`src/rtl/dio_mem_bridge_pkg.sv`:
```
// dio_mem_bridge_pkg: shared FSM states, FIFO entry field widths and lane helper
package dio_mem_bridge_pkg;
  localparam logic [1:0] ST_IDLE  = 2'd0;
  localparam logic [1:0] ST_WRITE = 2'd1;
  localparam logic [1:0] ST_READ  = 2'd2;
  localparam int BE_W  = 4;
  localparam int DAT_W = 32;
  function automatic logic [DAT_W-1:0] lane_mask(input logic [BE_W-1:0] sel);
    return {{8{sel[3]}}, {8{sel[2]}}, {8{sel[1]}}, {8{sel[0]}}};
  endfunction
endpackage

```
`src/rtl/dio_word_fifo.sv`:
```
// dio_word_fifo: synchronous first-word fall-through FIFO of packed word writes
//   push/din write an entry (ignored when full unless popped in the same cycle),
//   pop retires the head shown on dout; full/empty report occupancy.
module dio_word_fifo #(
  parameter int W  = 58,
  parameter int AW = 2
) (
  input  logic         clk,
  input  logic         rst_n,
  input  logic         push,
  input  logic         pop,
  input  logic [W-1:0] din,
  output logic [W-1:0] dout,
  output logic         full,
  output logic         empty
);
  logic [W-1:0] mem [2**AW];
  logic [AW-1:0] wp, rp;
  logic [AW:0] cnt;
  logic do_push, do_pop;
  assign empty = cnt == '0;
  assign full = cnt[AW];
  assign do_pop = pop & ~empty;
  // a pop on a full FIFO frees the slot the simultaneous push lands in
  assign do_push = push & (~full | do_pop);
  assign dout = mem[rp];
  always_ff @(posedge clk or negedge rst_n)
    if (!rst_n) begin
      wp <= '0;
      rp <= '0;
      cnt <= '0;
    end else begin
      wp <= wp + AW'(do_push);
      rp <= rp + AW'(do_pop);
      cnt <= cnt + (AW+1)'(do_push) - (AW+1)'(do_pop);
    end
  always_ff @(posedge clk)
    if (do_push) mem[wp] <= din;
endmodule

```
`src/rtl/dio_mem_bridge.sv`:
```
// dio_mem_bridge: packs data_io byte writes into 32-bit bus writes and serves uploads from a one-word read cache
//   dio_*: byte port from data_io (no backpressure); downloading/uploading: transfer levels
//   wb_*: 32-bit bus master; busy: work outstanding; overflow: sticky word-drop flag
module dio_mem_bridge
  import dio_mem_bridge_pkg::*;
#(
  parameter int ADDR_WIDTH = 24,
  parameter int FIFO_AW    = 2
) (
  input  logic                  clk,
  input  logic                  rst_n,
  input  logic                  dio_wr,
  input  logic [ADDR_WIDTH-1:0] dio_a,
  input  logic [3:0]            dio_sel,
  input  logic [31:0]           dio_dout,
  output logic [7:0]            dio_din,
  input  logic                  downloading,
  input  logic                  uploading,
  output logic                  wb_cyc,
  output logic                  wb_stb,
  output logic                  wb_we,
  output logic [ADDR_WIDTH-3:0] wb_adr,
  output logic [3:0]            wb_sel,
  output logic [31:0]           wb_dat_o,
  input  logic [31:0]           wb_dat_i,
  input  logic                  wb_ack,
  output logic                  busy,
  output logic                  overflow
);
  localparam int WA = ADDR_WIDTH - 2;
  localparam int EW = WA + BE_W + DAT_W;
  logic [WA-1:0] word, acc_adr, rd_adr, cache_adr, head_adr;
  logic [31:0] acc_data, cache_data, head_dat, new_data;
  logic [3:0] acc_be, head_sel;
  logic acc_valid, cache_valid, dl_q, up_q, flush_q;
  logic push, pop, full, empty, rd_pend, ack_rd;
  logic [1:0] state;
  logic [EW-1:0] head;
  assign word = dio_a[ADDR_WIDTH-1:2];
  assign new_data = dio_dout & lane_mask(dio_sel);
  assign {head_adr, head_sel, head_dat} = head;
  // every push source retires the current accumulator
  assign push = acc_valid & (acc_be == 4'hF | flush_q | (dio_wr & word != acc_adr));
  assign pop = state == ST_WRITE & wb_ack;
  assign ack_rd = state == ST_READ & wb_ack;
  assign rd_pend = uploading & (~cache_valid | word != cache_adr);
  dio_word_fifo #(.W(EW), .AW(FIFO_AW)) u_fifo (
    .clk(clk), .rst_n(rst_n), .push(push), .pop(pop),
    .din({acc_adr, acc_be, acc_data}), .dout(head), .full(full), .empty(empty)
  );
  always_ff @(posedge clk or negedge rst_n)
    if (!rst_n) begin
      acc_valid <= 1'b0;
      acc_adr <= '0;
      acc_data <= '0;
      acc_be <= '0;
      dl_q <= 1'b0;
      up_q <= 1'b0;
      flush_q <= 1'b0;
      overflow <= 1'b0;
    end else begin
      dl_q <= downloading;
      up_q <= uploading;
      flush_q <= dl_q & ~downloading;
      if (dio_wr) begin
        acc_valid <= 1'b1;
        acc_adr <= word;
        acc_data <= (!acc_valid || push) ? new_data : acc_data | new_data;
        acc_be <= (!acc_valid || push) ? dio_sel : acc_be | dio_sel;
      end else if (push) acc_valid <= 1'b0;
      if (~dl_q & downloading) overflow <= 1'b0;
      else if (push & full & ~pop) overflow <= 1'b1;
    end
  always_ff @(posedge clk or negedge rst_n)
    if (!rst_n) begin
      state <= ST_IDLE;
      rd_adr <= '0;
      cache_valid <= 1'b0;
      cache_adr <= '0;
      cache_data <= '0;
      dio_din <= '0;
    end else begin
      if (state == ST_IDLE) begin
        if (!empty) state <= ST_WRITE;
        else if (rd_pend) begin
          state <= ST_READ;
          rd_adr <= word;
        end
      end else if (wb_ack) state <= ST_IDLE;
      if (ack_rd) begin
        cache_data <= wb_dat_i;
        cache_adr <= rd_adr;
        cache_valid <= 1'b1;
      end else if ((uploading & ~up_q) | (pop & head_adr == cache_adr)) cache_valid <= 1'b0;
      dio_din <= cache_data[{dio_a[1:0], 3'b000} +: 8];
    end
  assign wb_cyc = state != ST_IDLE;
  assign wb_stb = wb_cyc;
  assign wb_we = state == ST_WRITE;
  assign wb_adr = wb_we ? head_adr : wb_cyc ? rd_adr : '0;
  assign wb_sel = wb_we ? head_sel : {4{wb_cyc}};
  assign wb_dat_o = wb_we ? head_dat : '0;
  assign busy = acc_valid | ~empty | wb_cyc;
endmodule
```
`config.mk`:
```
export PLATFORM = sky130hd
export DESIGN_NAME = dio_mem_bridge
export DESIGN_NICKNAME = d
export VERILOG_FILES = /design/src/rtl/dio_mem_bridge_pkg.sv /design/src/rtl/dio_word_fifo.sv /design/src/rtl/dio_mem_bridge.sv
export SDC_FILE = /design/constraint.sdc
export NUM_CORES = 1
export LEC_CHECK = 0
export CAP_MARGIN = 5
export CORE_MARGIN = 5
export CORE_UTILIZATION = 39
export DETAILED_ROUTE_END_ITERATION = 7
export GPL_ROUTABILITY_DRIVEN = 0
export HOLD_SLACK_MARGIN = 0.1
export REMOVE_ABC_BUFFERS = 1
export SETUP_SLACK_MARGIN = 0.05
export SYNTH_ARGS = -nofsm -noshare
export SYNTH_HDL_FRONTEND = slang
export SYNTH_SLANG_ARGS = --single-unit
```
`constraint.sdc`:
```
create_clock -name clk -period 12.8 [get_ports clk]
set_input_delay 1.92 -clock clk [delete_from_list [all_inputs] [get_ports clk]]
set_output_delay 1.92 -clock clk [all_outputs]
set_load 0.03 [all_outputs]
```
==> results of run 1 <==
synthesized netlist by cell type (2+ instances only):
master | n | share of area, %
edfxtp_1 | 232 | 44
dfrtp_1 | 157 | 25
mux2_2 | 107 | 7.6
mux4_2 | 47 | 6.7
xnor2_1 | 38 | 2.1
a22o_1 | 37 | 2.0
and2_1 | 37 | 1.5
mux2i_1 | 31 | 2.0
nand2_1 | 30 | 0.71
xor2_1 | 28 | 1.5
clkbuf_1 | 16 | 0.38
o21ai_0 | 15 | 0.47
inv_1 | 14 | 0.33
buf_2 | 13 | 0.41
nor2_1 | 12 | 0.28
a21oi_1 | 11 | 0.35
a21o_1 | 10 | 0.47
nor3_1 | 10 | 0.31
nand3_1 | 9 | 0.28
nand4_1 | 9 | 0.35
buf_1 | 7 | 0.17
buf_4 | 7 | 0.33
nor4_1 | 7 | 0.28
a32o_1 | 6 | 0.38
ha_1 | 4 | 0.31
a31oi_1 | 3 | 0.12
buf_6 | 3 | 0.21
a2bb2oi_1 | 2 | 0.11
and3_1 | 2 | 0.079
buf_12 | 2 | 0.25
mux2_4 | 2 | 0.19
nand3b_1 | 2 | 0.094
o221ai_1 | 2 | 0.11
registers in the layout (all words and copies together) (netlist names):
signal / flops
acc_adr: 22
acc_be: 4
acc_data: 32
acc_valid: 1
cache_adr: 22
cache_data: 32
cache_valid: 1
dio_din: 8
dl_q: 1
flush_q: 1
overflow: 1
rd_adr: 22
state: 2
u_fifo.cnt: 3
u_fifo.mem: 232
u_fifo.rp: 2
u_fifo.wp: 2
up_q: 1
kinds of logic after synthesis:
| family | after synthesis | share of synthesized area, % |
|---|---|---|
| buffers and inverters | 64 | 2.20 |
| muxes | 188 | 16.5 |
| DFF | 389 | 68.5 |
| AOI/OAI and AO/OA | 95 | 4.56 |
| adders and majority gates | 5 | 0.441 |
| xor gates and xnor gates | 66 | 3.64 |
| and+or+nand+nor | 123 | 4.10 |
layout make-up:
class	count	area (µm²)	area share [%]
sequential	389	10900	56.0
clock inverter	11	125	0.642
inverter	15	56.3	0.289
multi-input combinational	477	4670	24.0
timing repair buffer	184	1800	9.23
tap	532	666	3.42
clock buffer	66	1260	6.48
worst max-delay path, delay by kind of cell (launching register included):
| family | cells | cell delay (ns) |
|---|---|---|
| AOI/OAI and AO/OA | 1 | 0.29 |
| buffers and inverters | 2 | 1.47 |
| DFF | 1 | 0.89 |
| muxes | 2 | 0.51 |
power by group through the flow:
stage | Clock, mW | Sequential, mW | Combinational (mW)
CTS | 1.24 | 1.83 | 1.63
global placement | 0 | 1.84 | 1.62
floorplan | 0 | 1.86 | 0.984
finish | 1.20 | 1.82 | 1.59
detailed placement | 0 | 1.85 | 1.62
global route | 1.29 | 1.86 | 1.71
metal layers:
metal | routed length, µm | share of wire [%]
met5 | 34 | 0.092
met4 | 714 | 1.9
met3 | 2360 | 6.4
met1 | 16300 | 44
met2 | 17500 | 47
cell usage in the layout, fill, tap and decap left out, drive strengths merged, types with 30 or more instances in the layout:
| cell type | count |
|---|---|
| edfxtp | 232 |
| clkdlybuf4s50 | 166 |
| dfrtp | 157 |
| mux2 | 109 |
| clkbuf | 66 |
| mux4 | 48 |
| xnor2 | 38 |
| and2 | 37 |
| a22o | 37 |
| mux2i | 31 |
| nand2 | 30 |
worst paths after layout:
check | start | end | cells after the start
max | u_fifo.rp[0]$_DFF_PN0_ | wb_adr[14] | 5
min | dl_q$_DFF_PN0_ | flush_q$_DFF_PN0_ | 2
max in group asynchronous | rst_n | u_fifo.rp[0]$_DFF_PN0_ | 3
max reg2reg | state[0]$_DFFE_PN0P_ | u_fifo.mem[1][48]$_DFFE_PP_ | 9
min reg2reg | dl_q$_DFF_PN0_ | flush_q$_DFF_PN0_ | 2
min in group asynchronous | rst_n | cache_data[13]$_DFFE_PN0P_ | 1
through the flow:
step                      area (µm²)  power (mW)  setup WS [ns]
after global routing           19500        4.86           6.82
final                          19500        4.62           7.10
after global placement         18100        3.46           7.33
after floorplan                15600        2.85           5.67
after CTS                      19500        4.70           6.92
after detailed placement       18100        3.47           7.32
==> reports/results.tsv, run 1 <==
metric	value	unit
status	finished, final reports clean	
fill_cells	3518	
crit_fanout	40	
synth_warnings	0	
critPathLaunchType	flip-flop	
io_pins	169	
core_area	40600	µm²
min_period_over_period	44.5	%
detail-route-antenna-nets	0	
gr-total-overflow	0	
wirelength	36900	µm
die_x	212	µm
synth_ff_type	edfxtp_1	
setup_viol	0	
drtIter0Drc	405	
switching_share	33.5	%
cts-root-buf	clkbuf_16	
worstMarginPinSlew	1.00	ns
synthArstFlopShare	40.4	%
fin_tns_setup	0	ns
ys_seq_area_share	68.5	%
num_rows	74	
combPwrFrac	34.5	%
die_area	44900	µm²
drc	0	
antenna_cells	0	
fin_util	48.0	%
antenna_found_initial	2	
syn_avg_cell_area	17.1	µm²
cts_tree	yes	
worstPathCellList	buf_4 -> mux2i_1 -> mux2_2 -> o21ai_0 -> clkdlybuf4s50_1	
worstPathRequired	10.88	ns
final_layout_size_suffix_gt1_share	21.6	%
io_buffers	168	
grt_setup_unrepaired	no	
clkPwrFrac	26.0	%
use_met3	4.64	%
nets	1212	
synth.distinct_cells	51	
vias	8655	
grt_util_met1	22.6	%
hold_class	flip-flop to flip-flop	
hold_viol_final	0	
seqPwrFrac	39.5	%
synth-edff-count	232	
syn_inst	930	
cts_setup_buffers	0	
path_class	flip-flop to primary output	
via_per_inst	5.17	
drv_cap	0	
p_int	3.07	mW
finalCriticalPeriod	5.70	ns
track_usage	16.6	%
place_inst	1597	
grtUsageMet2	26.5	%
grt_pass1_wl	56600	µm
ys_seq_elements	389	
slowest_delay	0.89	ns
drv_slew	0	
worstSkewPairLatency	0.57	ns
cts-hold-fix-buffers	0	
peakVddDrop	0.000107	V
powerDensity	237	nW/µm²
worstSetupEndpointType	primary output	
fmax	176	MHz
grt_max_degree	61	
final_cells	1674	
cts_sinks	389	
cts_resized	0	
r2r_slack	8.52	ns
start_util	39.2	%
first_pass_iters	7	
htreeDepth	2	
cp_slowest_cell	dfrtp_4	
holdWs	0.500	ns
synth_area	15900	µm²
avgRoutedWirePerCell	22.1	µm
dp_hpwl	23100	µm
fp.dieH	212	µm
critPathArrivalTime	3.78	ns
fin_skew	0.0330	ns
clockBufferDepth	3	
area_delta_synth_final	22.5	%
worst_slew_margin_rel	33.3	%
switching_power	1.55	mW
grt.busiest_layer	met2	
p_leak	7.40	nW
grt_pass1_vias	9150	
cts.clk_slew.worst_paths	0.06	ns
cts_buffers	42	
No activity file was read; power rests on OpenSTA's default activity.
==> run 2: changes to the inputs <==
==> constraint.sdc (replaced) <==
create_clock -name clk -period 4.7 [get_ports clk]
set_input_delay 0.705 -clock clk [delete_from_list [all_inputs] [get_ports clk]]
set_output_delay 0.705 -clock clk [all_outputs]
set_load 0.03 [all_outputs]
==> run 2 against run 1 <==
  * Count of clock-buffer cells in the layout down 15
  * Non-clock buffer count up 7
  * Global-route usage up 0.38 points
  * Cell count up 0.48%
  * Sequential power rose to 2.7 times the previous value
==> reports/results.tsv, run 2 (same netlist as run 1, synthesis figures left out) <==
metric	value	unit
cts_tree	yes	
htreeDepth	2	
finalCriticalPeriod	4.10	ns
fp.dieH	212	µm
holdWs	0.163	ns
worstSetupEndpointType	primary output	
placedInstanceArea	18200	µm²
fin_skew	0.0304	ns
grt_pass1_wl	58000	µm
fmax	244	MHz
timing.rr.end	u_fifo.mem[1][39]$_DFFE_PP_	
r2r_slack	1.35	ns
path_class	flip-flop to primary output	
hold_viol_final	0	
antenna_cells	0	
seq_area	10900	µm²
cts.clk_slew.worst_paths	0.06	ns
worstSkewPairLatency	0.58	ns
top_register	u_fifo.mem	
grt_pass1_vias	9398	
vias	8721	
p_leak	7.46	nW
drc	0	
fill_cells	3492	
seqPwrFrac	38.8	%
drv_cap	0	
cts-root-buf	clkbuf_16	
drv_slew	0	
p_int	8.45	mW
mostFrequentLayoutCells	232 x edfxtp_1, 166 x clkdlybuf4s50_1, 155 x dfrtp_1, 107 x mux2_2, 47 x mux4_2	
final_common_cell	edfxtp_1	
critPathArrivalTime	3.39	ns
hold_class	primary input to async pin	
drtIter0Drc	468	
antenna_found_initial	2	
cts_sinks	389	
grt_setup_unrepaired	no	
timing.rr.start	state[0]$_DFFE_PN0P_	
slowest_delay	0.75	ns
combPwrFrac	34.8	%
status	finished, final reports clean	
peakVddDrop	0.000268	V
grt.busiest_layer	met2	
powerDensity	650	nW/µm²
worstPathCellList	buf_4 -> mux2_2 -> o21ai_0 -> clkdlybuf4s50_1	
detail-route-antenna-nets	0	
min_period_over_period	87.2	%
worstMarginPinSlew	1.11	ns
wirelength	37900	µm
cts_setup_buffers	0	
fin_ws	0.602	ns
cp_slowest_cell	clkdlybuf4s50_1	
core_area	40600	µm²
setup_viol	0	
avgRoutedWirePerCell	22.5	µm
use_met3	4.92	%
die_x	212	µm
cts_buffers	42	
cts_resized	0	
dp_hpwl	24500	µm
switching_share	33.7	%
grtUsageMet2	27.8	%
fin_util	48.3	%
io_pins	169	
switching_power	4.29	mW
track_usage	17.0	%
die_area	44900	µm²
worstPathRequired	3.99	ns
largestRegisters	u_fifo.mem: 232 flops, acc_data: 32 flops, cache_data: 32 flops	
crit_fanout	50	
final_layout_size_suffix_gt1_share	22.0	%
cts-hold-fix-buffers	0	
num_rows	74	
clockBufferDepth	3	
clkPwrFrac	26.4	%
grt_util_met1	22.7	%
first_pass_iters	4	
power	12.7	mW
grt_max_degree	73	
fin_area	19600	µm²
nets	1219	
io_buffers	168	
dp_worst_setup_slack	0.797	ns
gr-total-overflow	0	
critPathLaunchType	flip-flop	
area_delta_synth_final	23.2	%
reg2reg_depth	8	
via_per_inst	5.18	
worst_slew_margin_rel	25.8	%
multi_input_area	4670	µm²
largest_reg_flops	232	
start_util	39.2	%
==> run 2: changes by cell type in the layout (fill, tap and decap cells not counted), sizes merged <==
cell	change
inv	+3
bufinv	+4
clkbuf	-15
buf	+7
clkinv	+9
==> run 2: critical path, delay by kind of cell, from the launching register on <==
family	cells	cell delay, ns
DFF	1	0.72
muxes	1	0.43
AOI/OAI and AO/OA	1	0.19
buffers and inverters	2	1.40
==> run 2: final cells by class <==
class | count | share of cell area (%)
Clock buffer | 51 | 5.59
Clock inverter | 27 | 1.63
Inverter | 15 | 0.287
Multi-Input combinational cell | 477 | 23.8
Sequential cell | 389 | 55.6
Tap cell | 532 | 3.40
Timing Repair Buffer | 191 | 9.63
==> run 2: power groups by stage <==
stage	clock network [mW]	logic [mW]	registers (mW)
floorplan	0	2.68	5.08
global placement	0	4.51	4.99
detailed placement	0	4.52	5.02
CTS	3.45	4.54	4.95
global route	3.58	4.75	5.04
finish	3.36	4.44	4.94
==> run 2: stage by stage <==
| stage | TNS [ns] | instances |
|---|---|---|
| global placement | 0 | 1604 |
| CTS | 0 | 1682 |
| finish | 0 | 1682 |
| global route | 0 | 1682 |
| floorplan | -219.79 | 881 |
| detailed placement | 0 | 1604 |
==> run 2: layer usage <==
layer	routed length (µm)	vias up
met2	18300	221
met3	2510	56
li1	-	3918
met1	16400	4522
met5	34	-
met4	701	4
==> run 2: worst max-delay path by stage <==
stage / start / endpoint
after floorplan: state[1]$_DFFE_PN0P_ / u_fifo.mem[0][0]$_DFFE_PP_
after global placement: dio_a[23] / u_fifo.mem[1][42]$_DFFE_PP_
after detailed placement: dio_a[23] / u_fifo.cnt[2]$_DFF_PN0_
after CTS: u_fifo.rp[1]$_DFF_PN0_ / wb_adr[9]
after global routing: u_fifo.rp[1]$_DFF_PN0_ / wb_adr[9]
final: u_fifo.rp[1]$_DFF_PN0_ / wb_adr[9]
